===== src/rtl/cdb_arbiter_pkg.sv =====
// Shared CDB types: the broadcast packet seen by RS/ROB and the per-FU completion entry.
package cdb_arbiter_pkg;

    localparam int ROB_SIZE  = 32;
    localparam int XLEN      = 32;
    localparam int CDB_TAG_W = $clog2(ROB_SIZE);

    // RS/ROB consumers predate target_pc and ignore it.
    typedef struct packed {
        logic                 valid;
        logic [CDB_TAG_W-1:0] Tag;
        logic [XLEN-1:0]      Value;
        logic                 take_branch;
        logic [XLEN-1:0]      target_pc;
    } CDB_PACKET;

    typedef struct packed {
        logic [CDB_TAG_W-1:0] tag;
        logic [XLEN-1:0]      value;
        logic                 take_branch;
        logic [XLEN-1:0]      target_pc;
    } FU_CDB_PACKET;

    function automatic CDB_PACKET to_cdb(input FU_CDB_PACKET e);
        CDB_PACKET p;
        p.valid       = 1'b1;
        p.Tag         = e.tag;
        p.Value       = e.value;
        p.take_branch = e.take_branch;
        p.target_pc   = e.target_pc;
        return p;
    endfunction

endpackage


===== src/rtl/cdb_fifo.sv =====
// Per-FU completion buffer: BUF_DEPTH-entry FIFO of FU_CDB_PACKET with synchronous flush.
module cdb_fifo import cdb_arbiter_pkg::*; #(
    parameter int BUF_DEPTH = 2
) (
    input  logic         clock,
    input  logic         reset,
    input  logic         flush_i,
    input  logic         push_i,
    input  FU_CDB_PACKET push_data_i,
    input  logic         pop_i,
    output FU_CDB_PACKET head_o,
    output logic         full_o,
    output logic         empty_o
);

    localparam int PTR_W = (BUF_DEPTH > 1) ? $clog2(BUF_DEPTH) : 1;
    localparam int CNT_W = PTR_W + 1;

    FU_CDB_PACKET     mem_q [BUF_DEPTH];
    logic [PTR_W-1:0] head_q, head_d;
    logic [PTR_W-1:0] tail_q, tail_d;
    logic [CNT_W-1:0] count_q, count_d;
    logic             do_push_s;
    logic             do_pop_s;

    // Power-of-two depth lets pointers wrap naturally; a single entry never moves.
    function automatic logic [PTR_W-1:0] ptr_inc(input logic [PTR_W-1:0] p);
        if (BUF_DEPTH == 1) begin
            return '0;
        end else begin
            return p + PTR_W'(1);
        end
    endfunction

    assign full_o    = (count_q == CNT_W'(BUF_DEPTH));
    assign empty_o   = (count_q == '0);
    assign head_o    = mem_q[head_q];
    assign do_push_s = push_i && !full_o && !flush_i;
    assign do_pop_s  = pop_i && !empty_o && !flush_i;

    always_comb begin
        head_d  = head_q;
        tail_d  = tail_q;
        count_d = count_q;
        if (flush_i) begin
            head_d  = '0;
            tail_d  = '0;
            count_d = '0;
        end else begin
            head_d = do_pop_s  ? ptr_inc(head_q) : head_q;
            tail_d = do_push_s ? ptr_inc(tail_q) : tail_q;
            case ({do_push_s, do_pop_s})
                2'b10:   count_d = count_q + CNT_W'(1);
                2'b01:   count_d = count_q - CNT_W'(1);
                default: count_d = count_q;
            endcase
        end
    end

    always_ff @(posedge clock) begin
        if (reset) begin
            head_q  <= '0;
            tail_q  <= '0;
            count_q <= '0;
        end else begin
            head_q  <= head_d;
            tail_q  <= tail_d;
            count_q <= count_d;
        end
    end

    always_ff @(posedge clock) begin
        if (do_push_s) begin
            mem_q[tail_q] <= push_data_i;
        end
    end

endmodule


===== src/rtl/cdb_arbiter.sv =====
// Round-robin CDB arbiter over per-FU completion buffers with a registered broadcast.
// Optional CDB_BYPASS_EN: a lone completion into idle buffers is broadcast one cycle earlier.
module cdb_arbiter import cdb_arbiter_pkg::*; #(
    parameter int N_FU      = 3,
    parameter int BUF_DEPTH = 2,
    parameter int TAG_W     = $clog2(ROB_SIZE),
    parameter int XLEN      = 32
) (
    input  logic                   clock,
    input  logic                   reset,
    input  logic [N_FU-1:0]        fu_valid_i,
    input  logic [N_FU*TAG_W-1:0]  fu_tag_i,
    input  logic [N_FU*XLEN-1:0]   fu_value_i,
    input  logic [N_FU-1:0]        fu_take_branch_i,
    input  logic [N_FU*XLEN-1:0]   fu_target_pc_i,
    output logic [N_FU-1:0]        fu_ready_o,
    output CDB_PACKET              cdb_packet_o
);

    localparam int RR_W = (N_FU > 1) ? $clog2(N_FU) : 1;

    function automatic logic [RR_W-1:0] rr_next(input logic [RR_W-1:0] idx);
        if (idx == RR_W'(N_FU - 1)) begin
            return '0;
        end else begin
            return idx + RR_W'(1);
        end
    endfunction

    CDB_PACKET        cdb_q, cdb_d;
    logic [RR_W-1:0]  rr_q, rr_d;
    FU_CDB_PACKET     fu_entry_s [N_FU];
    FU_CDB_PACKET     head_s     [N_FU];
    logic [N_FU-1:0]  full_s, empty_s, accept_s, push_s, pop_s;
    logic             flush_s, grant_vld_s, grant_hit_s, bypass_s;
    logic [RR_W-1:0]  grant_idx_s, scan_s, bypass_idx_s;

    // A registered taken-branch broadcast squashes everything in flight this cycle.
    assign flush_s      = cdb_q.valid && cdb_q.take_branch;
    assign fu_ready_o   = ~full_s & {N_FU{~reset}};
    assign accept_s     = fu_valid_i & fu_ready_o & {N_FU{~flush_s}};
    assign push_s       = bypass_s ? '0 : accept_s;
    assign pop_s        = (grant_vld_s && !flush_s) ? (N_FU'(1'b1) << grant_idx_s) : '0;
    assign cdb_packet_o = cdb_q;

    for (genvar i = 0; i < N_FU; i++) begin : g_fu
        assign fu_entry_s[i] = '{tag:         fu_tag_i[i*TAG_W +: TAG_W],
                                 value:       fu_value_i[i*XLEN +: XLEN],
                                 take_branch: fu_take_branch_i[i],
                                 target_pc:   fu_target_pc_i[i*XLEN +: XLEN]};

        cdb_fifo #(.BUF_DEPTH(BUF_DEPTH)) u_fifo (
            .clock       (clock),
            .reset       (reset),
            .flush_i     (flush_s),
            .push_i      (push_s[i]),
            .push_data_i (fu_entry_s[i]),
            .pop_i       (pop_s[i]),
            .head_o      (head_s[i]),
            .full_o      (full_s[i]),
            .empty_o     (empty_s[i])
        );
    end

    // First non-empty buffer at or after rr_q, wrapping mod N_FU.
    always_comb begin
        grant_vld_s = 1'b0;
        grant_hit_s = 1'b0;
        grant_idx_s = rr_q;
        scan_s      = rr_q;
        for (int k = 0; k < N_FU; k++) begin
            grant_hit_s = !grant_vld_s && !empty_s[scan_s];
            grant_idx_s = grant_hit_s ? scan_s : grant_idx_s;
            grant_vld_s = grant_vld_s | grant_hit_s;
            scan_s      = rr_next(scan_s);
        end
    end

`ifdef CDB_BYPASS_EN
    always_comb begin
        bypass_idx_s = '0;
        for (int k = 0; k < N_FU; k++) begin
            bypass_idx_s = accept_s[k] ? RR_W'(k) : bypass_idx_s;
        end
        bypass_s = (&empty_s) && !flush_s && ($countones(accept_s) == 32'd1);
    end
`else
    assign bypass_s     = 1'b0;
    assign bypass_idx_s = '0;
`endif

    always_comb begin
        cdb_d = '0;
        rr_d  = rr_q;
        if (flush_s) begin
            cdb_d = '0;
            rr_d  = rr_q;
        end else if (grant_vld_s) begin
            cdb_d = to_cdb(head_s[grant_idx_s]);
            rr_d  = rr_next(grant_idx_s);
        end else if (bypass_s) begin
            cdb_d = to_cdb(fu_entry_s[bypass_idx_s]);
            rr_d  = rr_next(bypass_idx_s);
        end else begin
            cdb_d = '0;
            rr_d  = rr_q;
        end
    end

    always_ff @(posedge clock) begin
        if (reset) begin
            cdb_q <= '0;
            rr_q  <= '0;
        end else begin
            cdb_q <= cdb_d;
            rr_q  <= rr_d;
        end
    end

endmodule

===== config.mk =====
export PLATFORM = sky130hd
export DESIGN_NAME = cdb_arbiter
export DESIGN_NICKNAME = d
export VERILOG_FILES = /design/src/rtl/cdb_arbiter_pkg.sv /design/src/rtl/cdb_fifo.sv /design/src/rtl/cdb_arbiter.sv
export SDC_FILE = /design/constraint.sdc
export NUM_CORES = 1
export LEC_CHECK = 0
export ABC_AREA = 1
export BUFFER_PORTS_ARGS = -buffer_cell sky130_fd_sc_hd__buf_2
export CAP_MARGIN = 20
export CORE_MARGIN = 10
export CORE_UTILIZATION = 30
export DETAILED_ROUTE_END_ITERATION = 10
export SETUP_SLACK_MARGIN = 0.15
export SKIP_LAST_GASP = 1
export SYNTH_ARGS = -nofsm -noshare
export SYNTH_HDL_FRONTEND = slang
export SYNTH_SLANG_ARGS = --single-unit

===== constraint.sdc =====
create_clock -name clock -period 6.1 [get_ports clock]
set_clock_uncertainty 0.1 [all_clocks]
set_input_delay 0.915 -clock clock [delete_from_list [all_inputs] [get_ports clock]]
set_output_delay 0.915 -clock clock [all_outputs]
set_load 0.01 [all_outputs]

---- Yosys cells after proc, flatten, opt, wreduce, memory -nomap -nowiden ----
Memories as Yosys holds them, arrays and structs flattened. A register that Yosys moved wholly into a read port is not among the register bits.
Cells that the tools add are included.
cells by class
  add/subtract/negate cells ............... 15
  magnitude comparators ................... 4
  eq/ne operators ......................... 12
  shift operators ......................... 1
  multiplexer cells ....................... 31
  bitwise logic cells ..................... 10
  reductions and logical operators ........ 36
operator list
  kind                 count
  $bmux 70 s2          1
  $mux 70              2
  $mux 71              1
  $eq 2x2->1 const B   9
  $logic_and 1x1->1    16
  $mux 1               15
  $add 2x1->2 const B  6
  $pmux 2 s2           3
  $logic_not 1->1      11
  $mux 2               5
  $and 3x3->3          3
  $lt 2x3->1 const B   3
  $add 1x1->1 const B  6
  $bmux 1 s2           3
  $eq 2x1->1 const B   3
  $logic_not 2->1      3
  $reduce_bool 2->1    3
  $sub 2x1->2 const B  3
  $ge 3x3->1 const B   1
  $mux 3               1
  $not 1->1            3
  $not 2->3            1
  $not 3->3            1
  $reduce_or 3->1      1
  other kinds (4)      5
storage, ports and cells
  flip-flop bits (word level) ............. 85
  memory bits (writable) .................. 420
  output and inout port bits .............. 74
  word-level logic and storage cells ...... 127
  memories ................................ 3
memory list
  memory                depth  bits a word  rd ports  clocked after Yosys merged registers in  write ports  line            RTL
  g_fu[0].u_fifo.mem_q  2      70           1         1                                        1            cdb_fifo.sv:19  FU_CDB_PACKET mem_q [BUF_DEPTH];
  g_fu[1].u_fifo.mem_q  2      70           1         1                                        1            cdb_fifo.sv:19
  g_fu[2].u_fifo.mem_q  2      70           1         1                                        1            cdb_fifo.sv:19

---- Longest topological paths before layout ----
  depth in word-level cells ............... 16
  mapped depth ............................ 18

---- Hierarchy ----
A second synthesis with hierarchy kept.
unflattened totals
  cell total of the unflattened synthesis .. 1397
  area, all modules ....................... 21343.0 µm²
modules (own cells, without submodules)
  module       times used  cells each  area each (µm²)  sequential area each (µm²)
  cdb_fifo     3           258         5662.9           4304.1
  cdb_arbiter  1           623         4354.2           1461.4

---- Worst setup path before layout ----
No wires, ideal clock.
  path type ............................... input-to-reg
  from .................................... input reset
  to ...................................... memory g_fu[0].u_fifo.mem_q[0][0] (netlist name), enable pin
  arrival time ............................ 4.326 ns
  setup slack ............................. 1.175 ns
  stages .................................. 3
  cells stage by stage .................... a21oi_1 > nand3_1 > nor2_1
between the ends
  longest elaborated chain between the ends .. 8
ends and longest elaborated chain
  what                            line               RTL
  start, declared                 cdb_arbiter.sv:10  input logic reset,
  $not 1->1                       cdb_arbiter.sv:40  assign fu_ready_o = ~full_s & {N_FU{~reset}};
  $and 3x3->3                     cdb_arbiter.sv:40
  $and 3x3->3 (2 in a row)        cdb_arbiter.sv:41  assign accept_s = fu_valid_i & fu_ready_o & {N_FU{~flush_s}};
  $logic_and 1x1->1 (2 in a row)  cdb_fifo.sv:38     assign do_push_s = push_i && !full_o && !flush_i;
  $mux 1                          cdb_fifo.sv:73     if (do_push_s) begin
  $mux 1 (implied by the code)    cdb_fifo.sv:74     mem_q[tail_q] <= push_data_i;
  end, declared                   cdb_fifo.sv:19
Every way passes these cells.

---- Worst setup path after layout ----
  from .................................... register rr_q[1]
  to ...................................... register g_fu[1].u_fifo.count_q[1]
between the ends
  longest elaborated chain between the ends .. 16
ends and longest elaborated chain
  what                                                                  line                RTL
  start, declared                                                       cdb_arbiter.sv:31   logic [RR_W-1:0] rr_q, rr_d;
  start signal, assigned                                                cdb_arbiter.sv:116  rr_q <= rr_d;
  parallel branches: the longest is 11 deep, another holds $add 2x1->2  --
  $mux 3 *                                                              cdb_arbiter.sv:43   assign pop_s = (grant_vld_s && !flush_s) ? (N_FU'(1'b1) << grant_idx_s) : '0;
  $logic_and 1x1->1 * (2 in a row)                                      cdb_fifo.sv:39      assign do_pop_s = pop_i && !empty_o && !flush_i;
  via g_fu[1].u_fifo.do_pop_s                                           cdb_fifo.sv:24      logic do_pop_s;
  $eq 2x1->1 / $eq 2x2->1 (equally long branches)                       cdb_fifo.sv:52      case ({do_push_s, do_pop_s})
  $pmux 2 s2 / $reduce_bool 2->1 (equally long branches)                --
  end signal, assigned                                                  cdb_fifo.sv:68      count_q <= count_d;
  end, declared                                                         cdb_fifo.sv:22      logic [CNT_W-1:0] count_q, count_d;
Mark *: on every way through the listed nets, which the timed path passes. The select of a mux whose other input is x is not followed.
A chain may end at the register's enable or synchronous reset.

==> results.toml <==
[final_layout]
layout.nets = 1866
drive_gt1_share_pct = 36.80
most-common-layout-cells = "420 x edfxtp_1, 288 x buf_2, 223 x nand3_1"
instances_no_fill = 2559
finish.utilization_pct = 37.05
fill_cells = 6138
area_growth_pct = 21.62
layout.cells.most_common = "edfxtp_1"

[drt]
routed_wirelength_microns = 55630
routedWlPerCell_microns = 21.74
dr.first_iter.drc_count = 915
firstDrtPassIters = 6
num_vias = 12220
antenna_violating_nets_post_route = 0
routed_via_density = 4.776
remaining_drc_errors = 0

[setup_path]
end_kind = "flop"
path_class = "reg -> reg"
rrSetupSlack_ns = 2.32
arrival_ns = 4.20
crit_required_ns = 6.52
startpoint_type = "flop"
worstPathMaxFanout = 73

[clocking]
cts-resized-gates = 0
cts_root_buffer = "clkbuf_16"
post_cts_buffers = 0
htree_num_levels = 2
cts_buffer_depth = 3
cts_tree = "done"
hold_buffers = 0
cts_made_buffers = 55
path_clk_slew_ns = 0.06
clk_latency_ns = 0.58
cts_num_sinks = 508

[timing]
fmax_mhz = 264.7
rsz0062_at_grt = "no"
fin_setup_tns_ns = 0
finalSetupViolCount = 0
post-route-min-period_ns = 3.777
period_share_pct = 61.93
hold_viol = 0
slew_headroom_pct = 30.94
worst_pin_slew_ns = 1.036
slew_viol_final = 0

[global_routing]
first_global_vias = 12830
grt_max_degree = 74
grt_overflow_total = 0
antenna_found_initial = 35
grt_pass1_wl_microns = 81990
grt_use_total_pct = 13.94

[power_and_ir_drop]
leakagePower_nw = 8.932
powerDensity_mw_per_mm2 = 544.3
vdd_drop_max_v = 0.001014

[synth]
synth_seq_cells = 508
synthesis.nets = 1588
ys_seq_area_share_pct = 72.79
synthCells = 1370
synth.distinct_cells = 27
yosysWarnings = 0
syn_area_per_cell_sq_um = 14.41
syn_area_sq_mm = 0.01975

[worst_hold_path]
hold_class = "in -> reg"

[die]
rows = 93
start_util_pct = 30.47
io_pins = 289
die_h_microns = 276.6
die_area_sq_mm = 0.07648
die_width_microns = 276.6
core_area_sq_mm = 0.06481

[run_status]
status = "finished clean"

[placement]
gp_congestion = 0.8451
dp.cells = 2442
port_buffers = 288
hpwl_microns = 35410

[job]
maxCapViolCount = 0
-- path summary, 6_finish.rpt --
kind,cells past startpoint,to,start
max,14,g_fu[1].u_fifo.count_q[1],rr_q[1]
min,1,g_fu[1].u_fifo.mem_q[0][15],fu_target_pc_i[47]
max reg2reg,14,g_fu[1].u_fifo.count_q[1],rr_q[1]
min reg2reg,1,g_fu[1].u_fifo.count_q[1],g_fu[1].u_fifo.count_q[1]
-- worst max-delay path, stage by stage (launching register included) --
cell	delay [ns]
dfxtp_1	0.60
inv_2	0.11
nand2_1	0.18
nor2_1	0.10
nor2_1	0.15
nand3_2	0.21
inv_2	0.19
nand2_1	0.11
nand2_4	0.70
nand3_1	0.32
inv_1	0.13
ha_1	0.26
nor3b_1	0.28
o21ai_0	0.12
a21oi_1	0.13
-- metal layers --
metal,up-vias,wire [microns],GRT usage (%)
li1,5631,-,-
met1,5979,23680,17.60
met2,432,26120,22.60
met3,142,4525,4.885
met4,38,1078,3.144
met5,-,220,0
-- through the flow --
stage / power, mW / instance area (sq um) / worst slack (ns) / hold WS [ns]
detailed placement: 9.807 / 22060 / 2.405 / 0.3929
global placement: 9.722 / 22060 / 2.590 / 0.3684
floorplan: 8.158 / 19750 / 1.175 / 0.3550
CTS: 13.19 / 23890 / 2.391 / 0.3725
global route: 13.90 / 24010 / 2.056 / 0.3763
finish: 13.07 / 24020 / 2.323 / 0.4144
-- synthesized netlist by cell type --
library cell	instances	area [sq um]
nand3_2	2	20.02
nor2_2	2	12.51
nand2_4	2	22.52
nand3_1	224	1121
buf_2	48	240.2
nand2_2	3	18.77
o31ai_1	1	7.510
buf_1	1	3.750
xor2_1	2	17.52
mux2_2	210	2365
dfxtp_1	88	1762
nor3b_1	2	15.01
a21oi_1	82	410.4
clkbuf_4	1	7.510
clkbuf_1	30	112.6
nand2_1	181	679.4
clkinv_1	1	3.750
buf_4	1	7.510
nor2_1	29	108.9
nand4_1	2	12.51
o21ai_1	1	5.000
edfxtp_1	420	12610
o21ai_0	7	35.03
inv_1	23	86.33
inv_2	3	11.26
nor2_4	1	11.26
ha_1	3	37.54
-- cell families after synthesis --
family | after synthesis | share of synthesized area (%)
buffers and inverters | 108 | 2.395
xor gates and xnor gates | 2 | 0.08872
DFF | 508 | 72.79
muxes | 210 | 11.98
and+or+nand+nor | 448 | 10.24
AOI/OAI and AO/OA | 91 | 2.319
adders and majority gates | 3 | 0.1901
-- registers in the layout, summed over array words and instances, names as in the netlist, named ones only --
name,cells
rr_q,2
g_fu.u_fifo.count_q,6
g_fu.u_fifo.head_q,3
g_fu.u_fifo.mem_q,420
g_fu.u_fifo.tail_q,3
cdb_packet_o,71
-- power by group --
| group | switching [mW] | total, mW | internal (mW) | leakage (nW) |
|---|---|---|---|---|
| logic | 3.67 | 5.28 | 1.61 | 3.47 |
| clock network | 1.35 | 3.34 | 1.99 | 0.889 |
| registers | 0.237 | 4.45 | 4.21 | 4.57 |
| total | 5.26 | 13.1 | 7.81 | 8.93 |
-- cell type report --
cell class	count	area (sq um)	area share [%]
flip-flops and latches	508	14390	59.90
multi-input cells	754	4987	20.77
repair buffers	302	1619	6.742
clock buffers	65	1444	6.012
well taps	855	1070	4.455
clock inverters	37	381.6	1.589
inverters	27	101.3	0.4220
diodes	11	27.53	0.1146
(Power assumes the default switching activity.)
